==> src/rtl/branch_pkg.sv <==
// Shared definitions for the fetch-side branch redirect logic and the EX comparator.
// Holds the redirect FSM state encoding, B-type funct3 codes and the default reset PC.
// No logic lives here; types and constants only.
package branch_pkg;

    typedef enum logic [1:0] {
        RUN     = 2'd0,
        PENDING = 2'd1,
        HALT    = 2'd2
    } state_t;

    // B-type funct3 encodings, shared with the EX-stage comparator
    localparam logic [2:0] BEQ  = 3'b000;
    localparam logic [2:0] BNE  = 3'b001;
    localparam logic [2:0] BLT  = 3'b100;
    localparam logic [2:0] BGE  = 3'b101;
    localparam logic [2:0] BLTU = 3'b110;
    localparam logic [2:0] BGEU = 3'b111;

    localparam logic [31:0] DEFAULT_RESET_PC = 32'h0000_0000;

endpackage

==> src/rtl/sat_counter.sv <==
// Saturating up-counter used for branch statistics.
// Latency: count reflects an inc one cycle after it is sampled.
// No backpressure; the count simply sticks at all-ones.
module sat_counter #(
    parameter int W = 16
) (
    input  logic         clk,
    input  logic         reset,
    input  logic         inc,
    output logic [W-1:0] count
);

    // Count up on inc until every bit is set, then hold
    always_ff @(posedge clk or posedge reset) begin
        if (reset) begin
            count <= '0;
        end else if (inc && (count != {W{1'b1}})) begin
            count <= count + W'(1);
        end
    end

endmodule

==> src/rtl/branch_redirect_unit.sv <==
// Fetch PC owner: sequential advance, EX-resolved redirects with IF/ID + ID/EX flush, misaligned-target trap.
// Latency: a take with imem_ready moves pc next cycle; otherwise one cycle after imem_ready in PENDING.
// Backpressure: imem_ready low holds pc; a redirect seen while imem is busy is parked in pending_pc.
module branch_redirect_unit
    import branch_pkg::*;
#(
    parameter logic [31:0] RESET_PC = DEFAULT_RESET_PC,
    parameter int          CNT_W    = 16
) (
    input  logic             clk,
    input  logic             reset,
    input  logic             stall,
    input  logic             imem_ready,
    input  logic             ex_valid,
    input  logic             ex_is_branch,
    input  logic             ex_is_jump,
    input  logic             branch_taken,
    input  logic [31:0]      ex_target,
    output logic [31:0]      pc,
    output logic [31:0]      pc_plus4,
    output logic             fetch_valid,
    output logic             flush_if_id,
    output logic             flush_id_ex,
    output logic             misaligned_trap,
    output logic [CNT_W-1:0] branch_count,
    output logic [CNT_W-1:0] taken_count
);

    state_t      state_q, state_d;
    logic [31:0] pc_q, pc_d;
    logic [31:0] pending_q, pending_d;
    logic        take;
    logic        misalign;
    logic        count_en;

    // A jump always redirects, even if the decoder also flagged it as a branch
    assign take     = ex_valid & (ex_is_jump | (ex_is_branch & branch_taken));
    assign misalign = take & (ex_target[1:0] != 2'b00);
    assign count_en = (state_q != HALT);

    // Next-state and next-pc selection; a redirect takes priority over stall
    always_comb begin
        state_d   = state_q;
        pc_d      = pc_q;
        pending_d = pending_q;
        case (state_q)
            RUN: begin
                if (misalign) begin
                    state_d = HALT;
                end else if (take) begin
                    if (imem_ready) begin
                        pc_d = ex_target;
                    end else begin
                        pending_d = ex_target;
                        state_d   = PENDING;
                    end
                end else if (!stall && imem_ready) begin
                    pc_d = pc_q + 32'd4;
                end
            end
            PENDING: begin
                if (misalign) begin
                    state_d = HALT;
                end else if (take) begin
                    // Youngest redirect wins, whether or not imem accepts it now
                    if (imem_ready) begin
                        pc_d    = ex_target;
                        state_d = RUN;
                    end else begin
                        pending_d = ex_target;
                    end
                end else if (imem_ready) begin
                    pc_d    = pending_q;
                    state_d = RUN;
                end
            end
            default: begin
                // HALT: frozen until reset
                state_d = HALT;
            end
        endcase
    end

    // State, pc and parked redirect registers
    always_ff @(posedge clk or posedge reset) begin
        if (reset) begin
            state_q   <= RUN;
            pc_q      <= RESET_PC;
            pending_q <= '0;
        end else begin
            state_q   <= state_d;
            pc_q      <= pc_d;
            pending_q <= pending_d;
        end
    end

    sat_counter #(.W(CNT_W)) u_branch_cnt (
        .clk   (clk),
        .reset (reset),
        .inc   (count_en & ex_valid & ex_is_branch),
        .count (branch_count)
    );

    sat_counter #(.W(CNT_W)) u_taken_cnt (
        .clk   (clk),
        .reset (reset),
        .inc   (count_en & ex_valid & ex_is_branch & branch_taken),
        .count (taken_count)
    );

    assign pc              = pc_q;
    assign misaligned_trap = (state_q == HALT);
    assign pc_plus4        = reset ? 32'd0 : (pc_q + 32'd4);
    assign flush_if_id     = !reset & take & (state_q != HALT);
    assign flush_id_ex     = !reset & take & (state_q != HALT);
    assign fetch_valid     = !reset & (state_q == RUN) & !take & imem_ready & !stall;

endmodule

==> config.mk <==
export PLATFORM = sky130hd
export DESIGN_NAME = branch_redirect_unit
export DESIGN_NICKNAME = d
export VERILOG_FILES = /design/src/rtl/branch_pkg.sv /design/src/rtl/sat_counter.sv /design/src/rtl/branch_redirect_unit.sv
export SDC_FILE = /design/constraint.sdc
export NUM_CORES = 1
export LEC_CHECK = 0
export ABC_CLOCK_PERIOD_IN_PS = 9400
export CELL_PAD_IN_SITES_DETAIL_PLACEMENT = 0
export CELL_PAD_IN_SITES_GLOBAL_PLACEMENT = 1
export CORE_ASPECT_RATIO = 0.75
export CORE_MARGIN = 2
export CORE_UTILIZATION = 41
export DETAILED_ROUTE_END_ITERATION = 8
export PLACE_DENSITY = 0.95
export SLEW_MARGIN = 20
export SYNTH_ARGS = -nofsm -noshare
export SYNTH_HDL_FRONTEND = slang
export SYNTH_HIERARCHICAL = 1
export SYNTH_SLANG_ARGS = --single-unit
==> constraint.sdc <==
create_clock -name clk -period 9.4 [get_ports clk]
set_input_delay 1.88 -clock clk [delete_from_list [all_inputs] [get_ports clk]]
set_output_delay 1.88 -clock clk [all_outputs]
set_load 0.005 [all_outputs]
==> results of run 1 <==
-- layout make-up --
class                   instances  area, um^2  area share
flip-flops and latches         98        2450       0.321
clock inverters                 5        78.8      0.0103
inverters                      12        45.0     0.00589
clock buffers                  10         239      0.0312
multi-input cells             451        3160       0.414
well taps                     175         219      0.0286
repair buffers                147        1450       0.190
-- registers in the layout (all words and copies together), names as in the netlist --
signal and flops:
pc 32, pending_q 32, state_q 2, u_branch_cnt/count 16, u_taken_cnt/count 16
-- synthesized netlist by cell type, drive strengths merged --
master	count	area [um^2]
a211oi	1	7.51
a21o	4	30.0
a21oi	39	195
a2bb2oi	23	201
a31oi	8	50.1
a32oi	3	26.3
and2	6	37.5
and3	16	104
and4	13	116
buf	19	96.3
clkbuf	17	63.8
dfrtp	98	2450
ha	3	37.5
inv	12	45.0
mux2	38	428
mux2i	16	160
nand2	51	196
nand2b	5	31.3
nand3	31	155
nand4	25	214
nor2	45	169
nor2b	3	18.8
nor3	9	50.1
nor4	6	82.6
o211ai	1	7.51
o21a	4	30.0
o21ai	16	80.1
o21bai	1	7.51
o221ai	9	78.8
o22a	9	78.8
o22ai	14	87.6
or3	2	17.5
xnor2	32	280
xor2	18	158
-- routing by layer --
metal,global-route usage,vias up,wire (um),part of all wire
met5,0,-,0,0
met4,0.0643,0,236,0.014
met3,0.0438,17,996,0.058
met2,0.362,185,8050,0.47
met1,0.324,2663,7980,0.46
li1,-,2437,-,-
-- per-stage QoR --
step / setup slack (ns) / utilization / hold WS [ns]
after CTS: 2.79 / 0.556 / 0.498
after detailed placement: 2.80 / 0.533 / 0.476
after floorplan: 3.80 / - / 0.454
after global routing: 3.06 / 0.556 / 0.516
final: 3.13 / 0.556 / 0.498
after global placement: 2.97 / 0.533 / 0.469
-- power by group --
group / internal, mW / total, mW / switching (mW)
Clock: 0.239 / 0.400 / 0.162
Sequential: 0.464 / 0.540 / 0.0762
Combinational: 0.177 / 0.296 / 0.119
Total: 0.880 / 1.24 / 0.356
-- kinds of logic (layout without fill, tap and decap cells) --
logic type / Yosys count / after routing
xor gates and xnor gates: 50 / 50
DFF: 98 / 98
muxes: 54 / 54
AOI/OAI and AO/OA: 132 / 132
adders and majority gates: 3 / 3
and+or+nand+nor: 212 / 212
buffers and inverters: 48 / 174
-- worst paths after layout --
check                              from                      to  slack [ns]  depth (start not counted)
setup / recovery           branch_taken             fetch_valid        3.13                          7
hold / removal             pending_q[8]            pending_q[8]        0.50                          1
setup reg to reg             state_q[1]   u_taken_cnt/count[14]        6.94                          7
hold reg to reg            pending_q[8]            pending_q[8]        0.50                          1
max in group asynchronous         reset                  pc[14]        6.36                          4
min in group asynchronous         reset  u_branch_cnt/count[11]        2.24                          3
==> impl_results.md, run 1 <==
* Dpl cells at 883
* IO Count at 140
* Clk_skew at 0.00904 ns
* IO buf count at 139
* DR iter-0 viols at 406
* Initial antenna violation count at 0
* DIE WIDTH at 141 um
* Sequential area share after synthesis at 0.423
* Die Y at 107 um
* Synth Instances at 597
* Fmax at 160 MHz
* CTS tree: built
* Non-filler instance count after layout at 898
* Gr usage total at 0.229
* Kind of critical path: input pin to primary output
* Yosys reg bits at 98
* Cell mode on critical path: clkdlybuf4s50_1
* Critical path's slowest cell: nor4_2
* Slew headroom at 0.266
* Yosys warnings at 6
* Synth Cell Area at 5790 um^2
* # hold bufs at CTS at 0
* Placed Area at 7320 um^2
* Wire length per cell at 19.2 um
* Largest net degree at the start of global routing at 67
* Least-Margin Pin Slew at 1.10 ns
* Fillers at 1161
* Unrepaired setup endpoints after global routing: no
* Antenna-violating nets left at 0
* Worst path arrival time at 4.39 ns
* Synth Area per Inst at 9.71 um^2
* Rows at 37
* Maximum vdd drop at 0.132 mV
* Ant. Diodes at 0
* Share of layout cells above drive strength 1 at 0.113
* Largest family of logic cells by synthesized area: simple AND/OR/NAND/NOR gates
* Critical Path RT at 7.52 ns
* Time the worst path needs with I/O delays and setup at 6.27 ns
* Pwr dens at 162 nW/um^2
* DRT Pass-1 Iters at 5
* Distinct cells, synth at 45
* Worst skew pair latency at 0.34 ns
* Synth-to-Final Area Change at 32.0%
* Post-detail-place hpwl at 11900 um
* Post-synthesis mux area share at 0.101
* Clock buffer depth at 2
* Gpl congestion at 0.865
* CTS root buf: clkbuf_16
* Crit path launch type: input pin
* Max-cap violations at 0
* Number of global-route vias before repair at 5120
* Total gr overflow at 0
* Status: complete, no violations
* Tot Pwr at 1.24 mW
* HP Class: flop to flop
* WL final at 17300 um
* Setup Buffers After CTS at 0
* Type of element capturing the critical path: primary output
* Die area at 15100 um^2
* Simple-Gate Fraction of Synth Area at 0.206
* Synthesized Nets at 640
* Post-CTS Resized at 0
* Most frequent cells in the layout: 139 x clkdlybuf4s50_1, 98 x dfrtp_1, 49 x nand2_1
* Final setup viols at 0
* Design area at 7650 um^2
* Clock Sinks at 98
* CP delay by family, top: buffers and inverters
* Clock Pin Slew Worst Setup and Hold Paths at 0.07 ns
* DR vias/cell at 5.90
* Fin. max-slew vios at 0
* Crit-path cells: clkdlybuf4s50_1, a21oi_1, nor2_1, buf_4, nor4_2, and2_1, clkdlybuf4s50_1
* Synth Area in XOR/XNOR at 0.0756
* Compound-Gate Fraction of Synth Area at 0.152
* Initial Util at 0.421
* Nets at 762
* LEAKAGE at 3.24 nW
* Buf/Inv on CP at 3
* Commonest non-fill, non-tap cell in the layout: clkdlybuf4s50_1
* Fin Setup TNS at 0 ns
* Crit-path max cell delay at 0.63 ns
* H-tree Lvls at 3
* Num CTS Buffers at 9
* Crit share post-route at 0.667
* Adder-Cell Fraction of Synth Area at 0.00648
* DRC violations left at 0
* Core area at 13700 um^2
* CP Max Fanout at 19
* Vias at 5302
* First-pass GRT wire length at 27400 um
* Final hold viol count at 0
(Power assumes the default switching activity.)
==> inputs of run 2 (changes only) <==
- ABC_CLOCK_PERIOD_IN_PS: 9400 -> 5600
- CORE_UTILIZATION: 41 -> 34
- PLACE_DENSITY: 0.95 -> 0.88
- clock period: 9.4 -> 5.6 ns (I/O delays scaled with it)
==> run 2 against run 1 <==
Net effect: global-route usage fell by 4.3 points; clock skew rose by 0.0021 ns; first-iteration DRC count fell by 30%; non-clock buffer count rose by 1; wire length fell by 2.8%; clock-buffer cell count did not move; critical path depth did not move; final cell count rose by 4.7%; critical path type is now flop to primary output; power rose by 63%; largest power group unchanged.
==> impl_results.md, run 2 (synthesis results as in run 1) <==
* CTS root buf: clkbuf_16
* Met1 WL at 8580 um
* Time the worst path needs with I/O delays and setup at 4.50 ns
* Core area at 16800 um^2
* Setup ws final at 1.10 ns
* First-pass GRT wire length at 26200 um
* WL met2 at 7120 um
* Clock Pin Slew Worst Setup and Hold Paths at 0.08 ns
* HP Class: flop to flop
* Gpl congestion at 0.827
* Vias at 5078
* Clock buffer depth at 2
* Unrepaired setup endpoints after global routing: no
* Max-cap violations at 0
* IO Count at 140
* Final setup viols at 0
* Number of global-route vias before repair at 4666
* Status: complete, no violations
* Initial Util at 0.345
* DR vias/cell at 5.40
* Top Layer Used: met4
* Total gr overflow at 0
* LEAKAGE at 3.22 nW
* Commonest non-fill, non-tap cell in the layout: clkdlybuf4s50_1
* Type of element capturing the critical path: primary output
* Largest net degree at the start of global routing at 67
* DRC violations left at 0
* Clk_skew at 0.0111 ns
* Clock Sinks at 98
* Die Y at 117 um
* Gr usage total at 0.186
* Crit share post-route at 0.804
* Crit path launch type: flop
* Post-detail-place hpwl at 12000 um
* Worst skew pair latency at 0.35 ns
* Antenna-violating nets left at 0
* Kind of critical path: flop to primary output
* DIE WIDTH at 155 um
* CP Max Fanout at 8
* Pwr dens at 262 nW/um^2
* Die area at 18100 um^2
* CTS tree: built
* Dpl ws at 1.12 ns
* Critical Path RT at 4.48 ns
* Num CTS Buffers at 9
* Fin. max-slew vios at 0
* Dpl cells at 924
* Wire length per cell at 17.9 um
* Ant. Diodes at 0
* Post-CTS Resized at 0
* H-tree Lvls at 3
* Rows at 41
* Maximum vdd drop at 0.130 mV
* Synth-to-Final Area Change at 32.3%
* Most frequent cells in the layout: 139 x clkdlybuf4s50_1, 98 x dfrtp_1, 49 x nand2_1
* IO buf count at 139
* DR iter-0 viols at 286
* Share of layout cells above drive strength 1 at 0.113
* Worst path arrival time at 3.38 ns
* WL final at 16800 um
* Fmax at 222 MHz
* # hold bufs at CTS at 0
* Least-Margin Pin Slew at 1.07 ns
* Setup Buffers After CTS at 0
* Initial antenna violation count at 0
* Finished Core Util at 0.457
* Final hold viol count at 0
* DRT Pass-1 Iters at 5
* Met3 wire length at 924 um
* Non-filler instance count after layout at 940
* Fin Setup TNS at 0 ns
* Nets at 763
* Slew headroom at 0.279
-- run 2: worst max-delay path: stages, from the launching register on --
cell,delay [ns]
dfrtp_1,0.48
ha_1,0.24
nand3_1,0.17
nor3_1,0.91
nand4_1,0.36
xor2_1,0.24
nor2_1,0.11
clkdlybuf4s50_1,0.51
-- run 2: power breakdown --
| part | internal (mW) | leakage [nW] | switching [mW] | total, mW |
|---|---|---|---|---|
| sequential | 0.778 | 1.28 | 0.129 | 0.907 |
| clock | 0.318 | 0.132 | 0.289 | 0.607 |
| combinational | 0.297 | 1.81 | 0.199 | 0.496 |
| total | 1.39 | 3.22 | 0.616 | 2.01 |
-- run 2: path summary, 6_finish.rpt --
path,startpoint,to,slack [ns],depth (start not counted)
hold / removal,pending_q[1],pending_q[1],0.49,1
setup / recovery,pc[2],pc_plus4[24],1.10,7
setup reg to reg,pc[2],pc[24],2.85,6
min in group asynchronous,reset,u_taken_cnt/count[13],1.58,2
max in group asynchronous,reset,pending_q[15],2.99,4
hold reg to reg,pending_q[1],pending_q[1],0.49,1
-- run 2: cell type report --
type,instances,area [um^2]
multi-input combinational,451,3160
tap,215,269
fill,1600,9110
timing repair buffer,148,1460
inverter,12,45.0
clock inverter,6,48.8
clock buffer,10,239
sequential,98,2450
-- run 2: metrics by stage --
stage	power (mW)	instance area, um^2	hold slack (ns)
after floorplan	1.12	5790	0.454
after global placement	1.41	7380	0.474
after detailed placement	1.41	7380	0.472
after CTS	2.03	7670	0.494
after global routing	2.12	7670	0.507
final	2.01	7670	0.494
-- run 2: layer usage --
layer  global-route usage  vias to the layer above
li1                     -                     2442
met1                0.277                     2472
met4               0.0395                        0
met5                    0                        -
met3               0.0490                       14
met2                0.272                      150
==> inputs of run 3 (changes only) <==
- ABC_CLOCK_PERIOD_IN_PS: 5600 -> 3600
- clock period: 5.6 -> 3.6 ns (I/O delays scaled with it)
==> run 3 against run 2 <==
Net effect: final cell count is 1.1% higher; global-route usage is 0.85 points higher; clock skew down 0.0022 ns; combinational power rose by 60%; clock-buffer cell count is 2 higher; worst setup slack worse by 0.98 ns; hold slack worse by 0.0062 ns; critical path type unchanged.
==> impl_results.md, run 3 (synthesis results as in run 1) <==
* Ant. Diodes at 0
* DR vias/cell at 5.37
* Setup Buffers After CTS at 0
* GRT met3 Usage at 0.0497
* Time the worst path needs with I/O delays and setup at 3.48 ns
* Synth-to-Final Area Change at 34.2%
* Vias at 5097
* Antenna-violating nets left at 0
* Sw power at 0.950 mW
* Rows at 41
* Clk pwr share at 0.314
* CP Launch Point: pc[7]
* Final hold viol count at 0
* Die area at 18100 um^2
* First-pass GRT wire length at 27700 um
* Initial Util at 0.345
* H-tree Lvls at 3
* Slew headroom at 0.280
* Comb pwr share at 0.247
* Wire length per cell at 18.1 um
* GRT Max-Usage Layer: met1
* LEAKAGE at 3.28 nW
* Least-Margin Pin Slew at 1.08 ns
* CTS tree: built
* Internal at 2.26 mW
* Largest net degree at the start of global routing at 67
* Post-detail-place hpwl at 12100 um
* Fmax at 287 MHz
* Fin Setup TNS at 0 ns
* Die Y at 117 um
* Type of element capturing the critical path: primary output
* WL final at 17200 um
* IO buf count at 139
* HP Class: flop to flop
* Sw frac at 0.296
* Pwr dens at 413 nW/um^2
* Core area at 16800 um^2
* Worst skew pair latency at 0.35 ns
* Nets at 773
* Sequential power share at 0.438
* Num CTS Buffers at 9
* Initial antenna violation count at 0
* DRC violations left at 0
* Most frequent cells in the layout: 139 x clkdlybuf4s50_1, 96 x dfrtp_1, 49 x nand2_1
* Critical Path RT at 2.88 ns
* Unrepaired setup endpoints after global routing: no
* Worst path arrival time at 2.76 ns
* Clock Pin Slew Worst Setup and Hold Paths at 0.06 ns
* R2R Path Start: state_q[1]
* Grt met2 use at 0.278
* CTS root buf: clkbuf_16
* Max-cap violations at 0
* Commonest non-fill, non-tap cell in the layout: clkdlybuf4s50_1
* Worst hold start: pending_q[0]
* Clk_skew at 0.00889 ns
* Setup ws final at 0.120 ns
* Dpl ws at 0.147 ns
* Total gr overflow at 0
* GR Util met1 at 0.294
* Crit share post-route at 0.967
* Kind of critical path: flop to primary output
* Clock Sinks at 98
* Fin. max-slew vios at 0
* Share of layout cells above drive strength 1 at 0.131
* CP Max Fanout at 10
* Crit path launch type: flop
* Final setup viols at 0
* Gpl congestion at 0.803
* IO Count at 140
* Gr usage total at 0.195
* DRT Pass-1 Iters at 5
* Status: complete, no violations
* Clock buffer depth at 2
* DR iter-0 viols at 330
* Maximum vdd drop at 0.183 mV
* Number of global-route vias before repair at 4943
* DIE WIDTH at 155 um
==> run 3: path summary, 6_finish.rpt <==
| path | cells after the start | to | slack, ns |
|---|---|---|---|
| setup / recovery | 6 | pc_plus4[27] | 0.12 |
| hold / removal | 1 | pending_q[0] | 0.49 |
| setup reg to reg | 7 | u_taken_cnt/count[14] | 1.49 |
| hold reg to reg | 1 | pending_q[0] | 0.49 |
| max in group asynchronous | 4 | pc[2] | 1.59 |
| min in group asynchronous | 3 | u_taken_cnt/count[5] | 1.18 |
==> run 3: worst max-delay path, cell delays in order (launching register included) <==
cell	delay (ns)
dfrtp_1	0.58
nand4_4	0.24
nor3_1	0.50
and4_1	0.34
xnor2_1	0.12
nor2_1	0.11
clkdlybuf4s50_1	0.51
==> run 3: power groups by stage <==
stage	clock network (mW)	logic (mW)	registers (mW)
after floorplan	0	0.387	1.36
after global placement	0	0.785	1.41
after detailed placement	0	0.791	1.42
after CTS	1.03	0.797	1.40
after global routing	1.08	0.872	1.43
final	1.01	0.794	1.41
==> run 3: per-stage QoR <==
stage,hold slack [ns],power (mW),instances,cell area [um^2],util
2_1_floorplan,0.454,1.75,597,5790,-
4_1_cts,0.493,3.23,950,7760,0.463
5_1_grt,0.507,3.38,950,7780,0.464
3_5_place_dp,0.476,2.21,934,7460,0.444
3_3_place_gp,0.474,2.20,934,7460,0.444
6_report,0.488,3.21,950,7780,0.464
==> run 3: timing repair <==
item,in CTS,in global routing
resized for setup,1,4
pin swaps,0,1
setup endpoints to repair,2,7
hold buffers,0,0
==> run 3: metal layers <==
layer / up-vias / wire length [um]
li1: 2463 / -
met1: 2471 / 8680
met2: 156 / 7420
met3: 7 / 1010
met4: 0 / 84
met5: - / 0
==> run 3: final cells by class <==
cell class	instances	area, um^2
Clock buffer	12	256
Clock inverter	4	50.0
Fill cell	1607	9000
Inverter	12	45.0
Multi-Input combinational cell	451	3170
Sequential cell	98	2450
Tap cell	215	269
Timing Repair Buffer	158	1530
==> patch: new RTL, settings of run 2 <==
Make the reset (`reset`) synchronous in 2 clocked blocks.
--- a/src/rtl/sat_counter.sv
+++ b/src/rtl/sat_counter.sv
@@ -11,7 +11,7 @@
 );
 
     // Count up on inc until every bit is set, then hold
-    always_ff @(posedge clk or posedge reset) begin
+    always_ff @(posedge clk) begin
         if (reset) begin
             count <= '0;
         end else if (inc && (count != {W{1'b1}})) begin
--- a/src/rtl/branch_redirect_unit.sv
+++ b/src/rtl/branch_redirect_unit.sv
@@ -82,7 +82,7 @@
     end
 
     // State, pc and parked redirect registers
-    always_ff @(posedge clk or posedge reset) begin
+    always_ff @(posedge clk) begin
         if (reset) begin
             state_q   <= RUN;
             pc_q      <= RESET_PC;
Check against the original RTL: differs if reset is asserted again (counterexample within 4 cycles, from zero or initial values and one cycle with reset high); with reset held inactive, the same outputs for 4 cycles.
==> patch against run 2 <==
- count of clock-buffer cells in the layout grew 4
- sequential share of layout area down 6.2 points
- setup slack got worse by 0.22 ns
- hold slack lost 0.043 ns
- global-route usage up 1.4 points
- cell area fell by 0.62%
- area after synthesis rose by 0.84%
- wire length is 11% higher
- first-iteration DRC count increased by 110%
- non-clock buffer count grew 1
- sequential cell count is the same
- highest routed layer unchanged
Power is not compared: it rests on default switching activity, and its combinational part moved more than twofold at a synthesized area within 25%.
==> patch: results (changes against run 2) <==
stage	metric	value	unit	change
routing	WL met3	1.28	mm	+39%
final_layout	Fillers	1715		+7.2%
synth	post-synth net total	812		+27%
worst_setup_path	CP Launch Type	input port		
global_routing	vias in the first global route	5216		+12%
global_routing	GRT Total Usage	0.200		+0.0143
worst_setup_path	CP max stage cell	a2111o_1		
synth	top_reg_cell synth	dfxtp_1		
final_layout	number of nets in the layout	918		+20%
global_routing	first-pass GRT wire length	29.3	mm	+12%
synth	sequential element share of the synthesized area	0.336		-0.0875
routing	met2 wire len	7.85	mm	+10%
timing	post-route clock period utilization	0.843		+0.0385
routing	Vias/cell	5.49		+1.7%
timing	skew final	0.0118	ns	+0.000705 ns
routing	Post-Route M1 WL	9.34	mm	+8.9%
outcome	status	complete, no violations		
synth	top cells by area, synth	dfxtp_1 (34%), nand2_1 (7.9%), a21oi_1 (6.9%)		
global_routing	largest net degree at the start of global routing	49		-27%
worst_setup_path	Worst path max stage delay	0.53	ns	-0.38 ns
clock_network	clock-pin slew on the worst setup and hold paths	0.06	ns	-0.02 ns
synth	Netlist cell types	68		+51%
final_layout	layout cells sized above 1	0.0534		-0.0597
placed_design	IO Port Bufs	139		unchanged
worst_setup_path	Arrival @ worst endpoint	3.60	ns	+0.22 ns
routing	initial drt markers	609		+110%
synth	leading area contributor after synthesis	dfxtp_1		
synth	top post-synthesis cells by count	nand2_1 (123), dfxtp_1 (98), a21oi_1 (80)		
worst_setup_path	largest delay contributor family on the critical path	buffers and inverters		
placed_design	DP HPWL	13.1	mm	+9.6%
synth	Post-synth ARST share	0		-1.00
routing	final WL	18.7	mm	+11%
synth	Yosys warning count	6		unchanged
placed_design	routability-driven placement congestion ratio	0.844		+1.9%
timing	Tightest Pin Transition	1.01	ns	-0.0599 ns
placed_design	pre-CTS setup slack	0.909	ns	-0.209 ns
-- patch: changes by cell type in the layout (fill, tap and decap cells not counted), moves of 23 or more --
cell       change
a21oi_1       +43
dfrtp_1       -98
nand2_1       +74
mux2_2        -34
nor2_1        +26
a2bb2oi_1     -23
dfxtp_1       +98
-- patch: final timing paths --
path	startpoint	endpoint	slack, ns	cells past startpoint
setup reg to reg	pc[2]	pc[26]	3.16	7
hold reg to reg	pending_q[9]	pending_q[9]	0.45	2
hold / removal	pending_q[9]	pending_q[9]	0.45	2
setup / recovery	ex_is_branch	fetch_valid	0.88	7
-- patch: per-stage QoR --
step	area [um2]	total power [mW]	utilization	cells	hold slack, ns
after floorplan	5840	0.879	-	769	0.432
after global placement	7310	0.995	0.434	1078	0.441
after detailed placement	7310	0.995	0.434	1078	0.445
after CTS	7610	1.64	0.452	1094	0.454
after global routing	7620	1.69	0.453	1095	0.470
final	7620	1.63	0.453	1095	0.451
-- patch: power by group through the flow --
stage	clock network (mW)	registers, mW	logic [mW]
4_1_cts	0.660	0.749	0.231
3_3_place_gp	0	0.765	0.229
6_report	0.645	0.750	0.230
2_1_floorplan	0	0.753	0.126
5_1_grt	0.684	0.754	0.249
3_5_place_dp	0	0.766	0.230
-- patch: routing by layer --
| metal | up-vias | GRT usage |
|---|---|---|
| li1 | 2992 | - |
| met1 | 2816 | 0.308 |
| met2 | 198 | 0.284 |
| met3 | 11 | 0.0401 |
| met4 | 0 | 0.0476 |
| met5 | - | 0 |
-- patch: worst min-delay path, delay by kind of cell, from the launching register on --
family,cells,cell delay (ns)
AOI/OAI and AO/OA,1,0.05
DFF,1,0.31
and+or+nand+nor,1,0.05
-- patch: layout make-up --
type / count / area (um2) / share of cell area
multi-input cells: 600 / 3560 / 0.467
flip-flops and latches: 98 / 1960 / 0.257
repair buffers: 149 / 1470 / 0.193
well taps: 215 / 269 / 0.0353
clock buffers: 14 / 264 / 0.0346
inverters: 17 / 63.8 / 0.00837
clock inverters: 2 / 35.0 / 0.00460
-- patch: cell families after synthesis --
logic type	share of synthesized area
flops	0.336
simple gates	0.304
fa+ha+maj	0.00642
compound gates	0.219
mux	0.0330
buf+inv	0.0561
xor+xnor	0.0465
